$ cat src/rtl/memory_board_if.sv
// Handshake bundle between the memory-game controller and its board/button front end.
interface memory_board_if;
   logic        btn_up;
   logic        btn_down;
   logic        btn_left;
   logic        btn_right;
   logic        btn_sel;
   logic        start;
   logic [47:0] deck;
   logic [3:0]  cursor_pos;
   logic [15:0] face_up;
   logic [15:0] matched;
   logic [7:0]  moves;
   logic        game_done;
   logic        busy;

   modport master (
      output btn_up, btn_down, btn_left, btn_right, btn_sel, start, deck,
      input  cursor_pos, face_up, matched, moves, game_done, busy
   );

   modport slave (
      input  btn_up, btn_down, btn_left, btn_right, btn_sel, start, deck,
      output cursor_pos, face_up, matched, moves, game_done, busy
   );
endinterface

$ cat src/rtl/memory_board_ctrl.sv
// 4x4 memory (pairs) game controller: cursor, card flipping, match check,
// timed flip-back of mismatched pairs and move counting.
module memory_board_ctrl #(
   parameter int FLIP_DELAY = 25000000
) (
   input  logic           clk,
   input  logic           rst_n,
   memory_board_if.slave  bus
);

   localparam int TW = $clog2(FLIP_DELAY);

   typedef enum logic [2:0] {
      PLAY0, PLAY1, CHECK, SHOW, DONE
   } state_t;

   state_t          state, state_n;
   logic [3:0]      cur, cur_n;
   logic [15:0]     face, face_n;
   logic [15:0]     mat, mat_n;
   logic [7:0]      moves, moves_n;
   logic [3:0]      pairs, pairs_n;
   logic [TW-1:0]   timer, timer_n;
   logic [3:0]      first, first_n;
   logic [3:0]      second, second_n;
   logic [47:0]     deck_q, deck_n;
   logic            done_q, busy_q;

   function automatic logic [2:0] card_id(logic [47:0] d, logic [3:0] k);
      return d[6'(k) * 6'd3 +: 3];
   endfunction

   always_ff @(posedge clk or negedge rst_n) begin
      if (!rst_n) begin
         state  <= PLAY0;
         cur    <= '0;
         face   <= '0;
         mat    <= '0;
         moves  <= '0;
         pairs  <= '0;
         timer  <= '0;
         first  <= '0;
         second <= '0;
         deck_q <= '0;
         done_q <= 1'b0;
         busy_q <= 1'b0;
      end else begin
         state  <= state_n;
         cur    <= cur_n;
         face   <= face_n;
         mat    <= mat_n;
         moves  <= moves_n;
         pairs  <= pairs_n;
         timer  <= timer_n;
         first  <= first_n;
         second <= second_n;
         deck_q <= deck_n;
         done_q <= (state_n == DONE);
         busy_q <= (state_n == CHECK) || (state_n == SHOW);
      end
   end

   always_comb begin
      state_n  = state;
      cur_n    = cur;
      face_n   = face;
      mat_n    = mat;
      moves_n  = moves;
      pairs_n  = pairs;
      timer_n  = timer;
      first_n  = first;
      second_n = second;
      deck_n   = deck_q;
      if (bus.start) begin
         deck_n  = bus.deck;
         face_n  = '0;
         mat_n   = '0;
         moves_n = '0;
         pairs_n = '0;
         timer_n = '0;
         cur_n   = '0;
         state_n = PLAY0;
      end else begin
         // Select below uses the pre-move cursor (cur), not cur_n.
         if (state != DONE) begin
            if (bus.btn_up)
               cur_n = {cur[3:2] - 2'd1, cur[1:0]};
            else if (bus.btn_down)
               cur_n = {cur[3:2] + 2'd1, cur[1:0]};
            else if (bus.btn_left)
               cur_n = {cur[3:2], cur[1:0] - 2'd1};
            else if (bus.btn_right)
               cur_n = {cur[3:2], cur[1:0] + 2'd1};
         end
         unique case (state)
            PLAY0: begin
               if (bus.btn_sel && !face[cur]) begin
                  face_n[cur] = 1'b1;
                  first_n     = cur;
                  state_n     = PLAY1;
               end
            end
            PLAY1: begin
               if (bus.btn_sel && !face[cur]) begin
                  face_n[cur] = 1'b1;
                  second_n    = cur;
                  if (moves != 8'hFF)
                     moves_n = moves + 8'd1;
                  state_n = CHECK;
               end
            end
            CHECK: begin
               if (card_id(deck_q, first) == card_id(deck_q, second)) begin
                  mat_n[first]  = 1'b1;
                  mat_n[second] = 1'b1;
                  pairs_n       = pairs + 4'd1;
                  state_n       = (pairs_n == 4'd8) ? DONE : PLAY0;
               end else begin
                  timer_n = TW'(FLIP_DELAY - 1);
                  state_n = SHOW;
               end
            end
            SHOW: begin
               if (timer == '0) begin
                  face_n[first]  = 1'b0;
                  face_n[second] = 1'b0;
                  state_n        = PLAY0;
               end else begin
                  timer_n = timer - 1'b1;
               end
            end
            DONE: ;
            default: state_n = PLAY0;
         endcase
      end
   end

   assign bus.cursor_pos = cur;
   assign bus.face_up    = face;
   assign bus.matched    = mat;
   assign bus.moves      = moves;
   assign bus.game_done  = done_q;
   assign bus.busy       = busy_q;

endmodule

$ cat src/flat_wrapper.sv
// flat-port wrapper written by rule: the top's interface ports become plain ports
module memory_board_ctrl_flat 
#(
   parameter int FLIP_DELAY = 25000000
)
  (clk, rst_n, bus_btn_up, bus_btn_down, bus_btn_left, bus_btn_right, bus_btn_sel, bus_start, bus_deck, bus_cursor_pos, bus_face_up, bus_matched, bus_moves, bus_game_done, bus_busy);
  memory_board_if bus_i ();
  input  logic clk;
  input  logic rst_n;
  input wire logic [$bits(bus_i.btn_up)-1:0] bus_btn_up;
  input wire logic [$bits(bus_i.btn_down)-1:0] bus_btn_down;
  input wire logic [$bits(bus_i.btn_left)-1:0] bus_btn_left;
  input wire logic [$bits(bus_i.btn_right)-1:0] bus_btn_right;
  input wire logic [$bits(bus_i.btn_sel)-1:0] bus_btn_sel;
  input wire logic [$bits(bus_i.start)-1:0] bus_start;
  input wire logic [$bits(bus_i.deck)-1:0] bus_deck;
  output wire logic [$bits(bus_i.cursor_pos)-1:0] bus_cursor_pos;
  output wire logic [$bits(bus_i.face_up)-1:0] bus_face_up;
  output wire logic [$bits(bus_i.matched)-1:0] bus_matched;
  output wire logic [$bits(bus_i.moves)-1:0] bus_moves;
  output wire logic [$bits(bus_i.game_done)-1:0] bus_game_done;
  output wire logic [$bits(bus_i.busy)-1:0] bus_busy;
  assign bus_i.btn_up = bus_btn_up;
  assign bus_i.btn_down = bus_btn_down;
  assign bus_i.btn_left = bus_btn_left;
  assign bus_i.btn_right = bus_btn_right;
  assign bus_i.btn_sel = bus_btn_sel;
  assign bus_i.start = bus_start;
  assign bus_i.deck = bus_deck;
  assign bus_cursor_pos = bus_i.cursor_pos;
  assign bus_face_up = bus_i.face_up;
  assign bus_matched = bus_i.matched;
  assign bus_moves = bus_i.moves;
  assign bus_game_done = bus_i.game_done;
  assign bus_busy = bus_i.busy;
  memory_board_ctrl #(.FLIP_DELAY(FLIP_DELAY)) u_core (.clk(clk), .rst_n(rst_n), .bus(bus_i));
endmodule
$ cat config.mk
export PLATFORM = sky130hd
export DESIGN_NAME = memory_board_ctrl_flat
export DESIGN_NICKNAME = d
export VERILOG_FILES = /design/src/rtl/memory_board_if.sv /design/src/rtl/memory_board_ctrl.sv /design/src/flat_wrapper.sv
export SDC_FILE = /design/constraint.sdc
export NUM_CORES = 1
export LEC_CHECK = 0
export BUFFER_PORTS_ARGS = -buffer_cell sky130_fd_sc_hd__buf_2
export CAP_MARGIN = 20
export CORE_MARGIN = 3
export CORE_UTILIZATION = 55
export CTS_BUF_LIST = sky130_fd_sc_hd__clkbuf_8
export DETAILED_ROUTE_END_ITERATION = 8
export PLACE_DENSITY = 0.77
export SKIP_CTS_REPAIR_TIMING = 1
export SLEW_MARGIN = 20
export SYNTH_ARGS = -nofsm -noshare
export SYNTH_HDL_FRONTEND = slang
export SYNTH_SLANG_ARGS = --single-unit
$ cat constraint.sdc
create_clock -name clk -period 3.3 [get_ports clk]
set_input_delay 0.33 -clock clk [delete_from_list [all_inputs] [get_ports clk]]
set_output_delay 0.33 -clock clk [all_outputs]
set_load 0.05 [all_outputs]
==> impl_metrics.csv, run 1 <==
group,metric,value,unit
critical_path,cp.required,3620,ps
timing,period_needed,3080,ps
clock_network,ctsLongestPathBuffers,2,
clock_network,clk_latency,470,ps
yosys,synth_warnings,0,
yosys,synth-compound-area-share,0.141,
clock_network,h-tree-depth,4,
yosys,synth_seq_cells,134,
floorplanning,start_util,0.576,
global_routing,met1_usage,0.342,
detailed_routing,ant_nets,0,
yosys,synth_top_family_by_area,"multiplexers",
global_routing,grtUsageMet3,0.0669,
timing,hold_viol_final,7,
critical_path,critPathMaxFanout,14,
floorplanning,die_h,120,um
run,maxCapViolations,0,
yosys,synth_mux_area_frac,0.181,
critical_path,arrival,3400,ps
yosys,synth_area_per_cell,11.0,um2
yosys,ys_types,58,
yosys,synth_cells,645,
place,place.gp.congestion,0.988,
timing,fin_crit_sh,0.935,
detailed_routing,via_per_inst,6.17,
pwr,p_leak,3.69,nW
timing,finalSetupViolCount,0,
finish,layout.cells.non_filler,932,
timing,slew_headroom,0.354,
finish,final_nets,815,
floorplanning,fp-row-count,40,
clock_network,cts.clk_slew.worst_paths,80,ps
pwr,peakVddDrop,0.461,mV
yosys,yosysMostFrequentCell,"dfrtp_1",
run_status,outcome,"finished, violations left",
clock_network,cts_root_buffer,"clkbuf_8",
place,dp_cells,900,
yosys,ys_async_sr_fraction,1.00,
place,dpl.hpwl,12.8,mm
critical_path,reg2reg_depth,7,
critical_path,path_class,"register to register",
yosys,synth-edff-count,0,
yosys,ys_seq_area_frac,0.473,
detailed_routing,via_count,5755,
detailed_routing,drt-total-wl,17.7,mm
pwr,total_power,6.18,mW
global_routing,grt.overflow.total,0,
detailed_routing,drt_iter0_drc,542,
critical_path,slowest_delay,670,ps
timing,timing.hold.ws,-13.4,ps
global_routing,antenna_found_initial,0,
finish,multi_input_area,3490,um2
yosys,synth_top_flop_cell,"dfrtp_1",
critical_path,cp-start-kind,"register",
yosys,syn_area,7100,um2
yosys,synthSimpleGateAreaFrac,0.135,
timing,tns,0,ps
timing,rsz0062_at_grt,"false",
timing,skew,14.3,ps
worst_hold_path,hold_class,"primary input to async pin",
clock_network,cts_tree,"done",
floorplanning,dieArea,14300,um2
global_routing,grt.met2_usage,0.416,
finish,final-seq-area,3350,um2
global_routing,grtUsageTotal,0.260,
global_routing,grt_pass1_wl,29.2,mm
yosys,yosysTopAreaCell,"dfrtp_1",
timing,slew_violations,0,
global_routing,grt_max_degree,79,
clock_network,cts_inserted_buffers,17,
run_status,violations,"hold timing",
yosys,synthXorXnorAreaFrac,0.0197,
detailed_routing,dr.pass1.iters,5,
detailed_routing,drc,0,
finish,diodes,0,
pwr,powerDensity,750,nW/um2
global_routing,grt_pass1_vias,5727,
floorplanning,core_area,12300,um2
yosys,synth_nets,709,
yosys,synthTopCellsByCount,"dfrtp_1 (134), nor2_1 (62), a21oi_1 (53), mux2_2 (53), nand2_1 (39)",
critical_path,cp-end-kind,"register",
finish,synthToLayoutAreaGrowth,16.2,%
yosys,ys_top_cells_by_area,"dfrtp_1 (47%), mux2_2 (8.4%), mux4_2 (8.3%)",
critical_path,worstPathCellList,"mux4_1, mux4_2, nor4b_4, and3_1, nand4_1, xor2_1, nor2_1",
yosys,synth_top_area_frac,0.473,
global_routing,grt.busiest_layer,"met2",
critical_path,cpMaxStageDelayCell,"dfrtp_1",
timing,fmax,324,MHz
clock_network,clock_sinks,134,
finish,fill_cells,976,
yosys,synth-adder-area-share,0.0141,
finish,drive_gt1_frac,0.326,
floorplanning,fp.dieW,120,um
floorplanning,ios,102,
place,io_buffers,101,
timing,worstMarginPinSlew,969,ps
detailed_routing,routedWlPerCell,19.0,um
finish,fin_util,0.670,
## power breakdown
group	total, mW	switching, mW	internal, mW
registers	2.16	0.303	1.86
logic	2.54	1.52	1.01
clock network	1.48	0.657	0.828
total	6.18	2.48	3.70
## worst max-delay path: cells and delay by family (launching register included)
family,cells,cell delay [ps]
xor gates and xnor gates,1,180
and+or+nand+nor,4,910
muxes,2,1160
DFF,1,670
## layer usage
metal / part of all wire / up-vias
met3: 0.068 / 40
li1: - / 2617
met5: 0 / -
met4: 0.025 / 0
met2: 0.49 / 222
met1: 0.41 / 2876
## registers in the layout (all words and copies together), names as in the netlist
register               cells
u_core.bus.cursor_pos      4
u_core.first               4
u_core.second              4
u_core.pairs               4
u_core.bus.face_up        16
u_core.timer              25
u_core.deck_q             48
u_core.state               3
u_core.bus.moves           8
u_core.bus.game_done       1
u_core.bus.busy            1
u_core.bus.matched        16
## stage by stage
stage	cell area, um2	setup WS [ps]
floorplan	7100	351
global placement	7810	264
detailed placement	7810	202
CTS	8250	174
global route	8250	44.2
finish	8250	216
## placed cells by master (no fill, tap or decap), drive strengths merged, types with 6 or more instances in the layout
| master | count |
|---|---|
| o21ai | 16 |
| o31ai | 8 |
| mux4 | 29 |
| nand4 | 6 |
| xor2 | 11 |
| ha | 8 |
| dfrtp | 134 |
| buf | 124 |
| a21oi | 53 |
| mux2 | 53 |
| nand2 | 39 |
| nor2 | 62 |
| nand2b | 9 |
| o22ai | 21 |
| a31oi | 10 |
| nor4 | 8 |
| nor3 | 8 |
| a22oi | 11 |
| nor2b | 7 |
| inv | 22 |
| a211oi | 13 |
| and2 | 9 |
| clkbuf | 21 |
| o32ai | 7 |
| nand3 | 23 |
## final timing paths
| kind | startpoint | endpoint | slack, ps |
|---|---|---|---|
| setup / recovery | u_core.bus.cursor_pos[0] | u_core.bus.moves[4] | 220 |
| hold / removal | rst_n | u_core.bus.moves[3] | -10 |
| setup reg to reg | u_core.bus.cursor_pos[0] | u_core.bus.moves[4] | 220 |
| hold reg to reg | u_core.bus.matched[15] | u_core.bus.matched[15] | 490 |
| max in group asynchronous | rst_n | u_core.bus.matched[15] | 2390 |
| min in group clk | bus_deck[32] | u_core.deck_q[32] | 90 |
## cells by family after synthesis
kind of cell / after synthesis
buf+inv: 57
xor+xnor: 16
simple gates: 189
fa+ha+maj: 8
mux: 84
compound gates: 157
flops: 134
## layout make-up
class,instances,share of cell area
well taps,168,0.0255
clock inverters,11,0.0179
inverters,20,0.00910
multi-input cells,454,0.423
clock buffers,21,0.0350
repair buffers,124,0.0828
flip-flops and latches,134,0.407
No activity file was read; power rests on OpenSTA's default activity.
==> inputs of run 2 (changes only) <==
- CORE_MARGIN: 3 -> 2
- CTS_CLUSTER_DIAMETER: unset -> 30
==> impl_metrics.csv, run 2 (synthesized netlist as in run 1, its figures left out) <==
group,metric,value,unit
finish,drive_gt1_frac,0.328,
clock_network,cts_root_buffer,"clkbuf_8",
finish,top_register,"u_core.deck_q",
timing,finalSetupViolCount,0,
place,dp_cells,899,
critical_path,timing.rr.start,"u_core.timer[0]",
clock_network,clock_sinks,134,
finish,final_cell_mix,"dfrtp_1 (133), buf_2 (99), nor2_1 (61)",
timing,hold_viol_final,0,
detailed_routing,drc,0,
worst_hold_path,min-delay-start,"bus_deck[13]",
critical_path,r2r_setup_slack,220,ps
critical_path,reg2reg_depth,8,
critical_path,worstReg2RegEnd,"u_core.timer[13]",
worst_hold_path,worstHoldPathCells,2,
timing,slew_violations,0,
critical_path,path_class,"register to register",
clock_network,cts.clk_slew.worst_paths,90,ps
critical_path,cp-start-kind,"register",
clock_network,cts_inserted_buffers,17,
finish,layout_commonest_cell,"dfrtp_1",
floorplanning,fp.dieW,118,um
floorplanning,ios,102,
timing,slew_headroom,0.474,
finish,synthToLayoutAreaGrowth,16.5,%
run,maxCapViolations,0,
critical_path,cp.required,3610,ps
pwr,p_leak,3.69,nW
finish,diodes,0,
worst_hold_path,hold_class,"primary input to register",
detailed_routing,drt-total-wl,17.4,mm
timing,skew,13.4,ps
floorplanning,dieArea,13800,um2
place,dpl.hpwl,12.6,mm
timing,fin_crit_sh,0.933,
global_routing,grt_pass1_wl,29.6,mm
finish,layout.cells.non_filler,934,
clock_network,cts_tree,"done",
global_routing,grt_max_degree,79,
global_routing,grtUsageTotal,0.266,
clock_network,clk_latency,460,ps
detailed_routing,dr.pass1.iters,5,
critical_path,arrival,3390,ps
detailed_routing,via_per_inst,6.20,
pwr,total_power,6.16,mW
global_routing,antenna_found_initial,0,
global_routing,grt_pass1_vias,5956,
floorplanning,start_util,0.562,
place,placed_area,7790,um2
clock_network,h-tree-depth,4,
detailed_routing,drt_iter0_drc,508,
global_routing,grt.overflow.total,0,
finish,fill_cells,1020,
finish,largest_reg_flops,48,
finish,top_regs,"u_core.deck_q (48), u_core.timer (25)",
critical_path,cp-end-kind,"register",
clock_network,ctsLongestPathBuffers,2,
worst_hold_path,hold_end,"u_core.deck_q[13]",
detailed_routing,routedWlPerCell,18.6,um
place,place.gp.congestion,0.968,
pwr,powerDensity,745,nW/um2
place,io_buffers,101,
finish,final_nets,813,
floorplanning,fp-row-count,41,
timing,period_needed,3080,ps
critical_path,critPathMaxFanout,13,
run_status,outcome,"complete, no violations",
finish,stdcell_area,8270,um2
pwr,peakVddDrop,0.342,mV
timing,fmax,325,MHz
detailed_routing,ant_nets,0,
timing,rsz0062_at_grt,"false",
floorplanning,core_area,12600,um2
floorplanning,die_h,118,um
timing,worstMarginPinSlew,789,ps
timing,final_critical_path_setup_slack,220,ps
timing,tns,0,ps
place,pre_cts_slack,65.9,ps
detailed_routing,via_count,5794,
[run 2: cell types whose count changed in the layout (fill, tap and decap cells not counted), moves of 3 or more]
cell / before / now
clkbuf_8: 21 / 17
xor2_2: 0 / 3
inv_6: 1 / 4
buf_4: 25 / 20
xor2_1: 11 / 8
[run 2: where the power goes]
group / total, mW / internal [mW] / leakage (nW) / switching (mW)
sequential: 2.20 / 1.86 / 1.74 / 0.335
clock: 1.43 / 0.752 / 0.212 / 0.681
combinational: 2.53 / 1.04 / 1.73 / 1.49
total: 6.16 / 3.65 / 3.69 / 2.50
[run 2: through the flow]
step                      hold WS (ps)   util
final                             88.0  0.655
after global routing              76.6  0.655
after CTS                        -39.6  0.650
after detailed placement           466  0.617
after global placement             456  0.617
after floorplan                   34.4      -
[run 2: area by class of cell]
class                           instances  area (um2)  area share
Multi-Input combinational cell        454        3510       0.425
Sequential cell                       134        3350       0.406
Timing Repair Buffer                  122         696      0.0842
Clock buffer                           17         234      0.0283
Tap cell                              172         215      0.0260
Clock inverter                         15         178      0.0215
Inverter                               20        75.1     0.00908
[run 2: layer usage]
layer,GRT usage,routed length (um)
met2,0.447,8840
met4,0.112,469
met5,0,0
met3,0.0606,1010
met1,0.334,7070
[run 2: critical path, cell delays in order, from the launching register on]
cell and delay [ps]:
dfrtp_1 400, inv_1 100, ha_1 230, or4b_1 530, or4_4 470, or3_4 400, o21ai_1 160, a211o_1 450
o21ai_0 190
[run 2: worst max path at each step]
stage / start / cells past startpoint / end
3_5_place_dp: u_core.first[0] / 9 / u_core.timer[13]
6_report: u_core.timer[0] / 8 / u_core.timer[13]
4_1_cts: u_core.first[0] / 9 / u_core.timer[8]
2_1_floorplan: u_core.bus.cursor_pos[0] / 9 / u_core.bus.moves[3]
5_1_grt: u_core.timer[0] / 8 / u_core.timer[13]
3_3_place_gp: u_core.first[0] / 9 / u_core.timer[23]
==> inputs of run 3 (changes only) <==
- TNS_END_PERCENT: unset -> 100
- clock period: 3.3 -> 3.76 ns (I/O delays scaled with it)
==> impl_metrics.csv, run 3 (synthesized netlist as in run 1, its figures left out) <==
group,metric,value,unit
global_routing,grtUsageTotal,0.259,
timing,hold_viol_final,0,
floorplanning,fp.dieW,118,um
critical_path,reg2reg_depth,8,
clock_network,clock_sinks,134,
finish,layout.cells.non_filler,927,
finish,fin_util,0.644,
finish,top_register,"u_core.deck_q",
timing,worstMarginPinSlew,815,ps
clock_network,ctsLongestPathBuffers,2,
place,dp_cells,895,
detailed_routing,drc,0,
floorplanning,start_util,0.562,
timing,fin_crit_sh,0.865,
detailed_routing,dr.pass1.iters,5,
timing,skew,10.8,ps
finish,top_regs,"u_core.deck_q (48), u_core.timer (25)",
clock_network,h-tree-depth,4,
detailed_routing,via_per_inst,6.14,
clock_network,cts_tree,"done",
run,maxCapViolations,0,
detailed_routing,via_count,5692,
critical_path,arrival,3620,ps
critical_path,worstReg2RegEnd,"u_core.timer[1]",
clock_network,cts_root_buffer,"clkbuf_8",
finish,drive_gt1_frac,0.313,
finish,layout_commonest_cell,"dfrtp_1",
timing,timing.hold.ws,11.8,ps
detailed_routing,ant_nets,0,
clock_network,cts.clk_slew.worst_paths,70,ps
timing,rsz0062_at_grt,"false",
global_routing,grt_pass1_vias,5689,
critical_path,critPathMaxFanout,15,
global_routing,antenna_found_initial,0,
detailed_routing,routedWlPerCell,18.4,um
floorplanning,ios,102,
detailed_routing,drt-total-wl,17.0,mm
clock_network,clk_latency,460,ps
timing,tns,0,ps
critical_path,r2r_setup_slack,510,ps
place,io_buffers,101,
pwr,peakVddDrop,0.343,mV
critical_path,cp.required,4130,ps
critical_path,timing.rr.start,"u_core.first[0]",
global_routing,grt_pass1_wl,28.6,mm
finish,largest_reg_flops,48,
floorplanning,core_area,12600,um2
worst_hold_path,hold_class,"primary input to async pin",
floorplanning,dieArea,13800,um2
timing,fmax,307,MHz
detailed_routing,drt_iter0_drc,632,
timing,period_needed,3250,ps
clock_network,cts_inserted_buffers,17,
timing,slew_headroom,0.456,
global_routing,grt.overflow.total,0,
critical_path,path_class,"register to register",
finish,diodes,0,
pwr,powerDensity,636,nW/um2
timing,slew_violations,0,
finish,final_cell_mix,"dfrtp_1 (134), buf_2 (99), nor2_1 (62)",
critical_path,cp-start-kind,"register",
critical_path,cp-end-kind,"register",
global_routing,grt_max_degree,71,
timing,finalSetupViolCount,0,
run_status,outcome,"complete, no violations",
place,place.gp.congestion,0.922,
finish,final_nets,806,
floorplanning,die_h,118,um
finish,synthToLayoutAreaGrowth,14.5,%
pwr,p_leak,3.62,nW
place,dpl.hpwl,12.2,mm
floorplanning,fp-row-count,41,
run 3: cell types whose count changed in the layout (fill, tap and decap cells not counted), sizes merged:
cell,previous run,this run
clkbuf,17,18
dlygate4sd3,1,0
clkinv,6,4
bufinv,3,1
buf,121,115
clkinvlp,1,4
run 3: layout make-up:
cell class | count | area [um2]
Clock buffer | 18 | 248
Fill cell | 1011 | 4500
Inverter | 20 | 75.1
Timing Repair Buffer | 115 | 628
Multi-Input combinational cell | 454 | 3490
Clock inverter | 14 | 115
Tap cell | 172 | 215
Sequential cell | 134 | 3350
run 3: worst max-delay path by stage:
stage / endpoint / cells after the start / from / slack, ps
2_1_floorplan: u_core.bus.moves[3] / 9 / u_core.bus.cursor_pos[0] / 810
3_3_place_gp: u_core.bus.moves[5] / 7 / u_core.bus.cursor_pos[0] / 670
3_5_place_dp: u_core.timer[13] / 8 / u_core.first[0] / 540
4_1_cts: u_core.timer[14] / 8 / u_core.first[0] / 480
5_1_grt: u_core.timer[1] / 8 / u_core.first[0] / 290
6_report: u_core.timer[1] / 8 / u_core.first[0] / 510
run 3: per-stage QoR:
stage / worst slack [ps] / instance area (um2) / total power [mW]
floorplan: 811 / 7100 / 3.49
global placement: 670 / 7760 / 3.97
detailed placement: 542 / 7760 / 4.05
CTS: 475 / 8120 / 5.16
global route: 292 / 8120 / 5.50
finish: 508 / 8120 / 5.17
run 3: metal layers:
layer | part of all wire | vias up | global-route usage
met3 | 0.054 | 41 | 0.0664
met2 | 0.51 | 215 | 0.427
li1 | - | 2589 | -
met5 | 0 | - | 0
met1 | 0.41 | 2847 | 0.336
met4 | 0.025 | 0 | 0.0904
run 3: critical path, stage by stage (launching register included):
cell and delay [ps]:
dfrtp_1 660, buf_4 290, mux4_2 520, nand3_1 110
nand3_1 90, xor2_1 250, o31ai_4 630, nand2_1 360
o22ai_1 250
run 3: power by group:
group          switching [mW]  internal, mW  total, mW
sequential              0.310          1.63       1.94
combinational            1.26         0.864       2.13
clock                   0.566         0.532       1.10
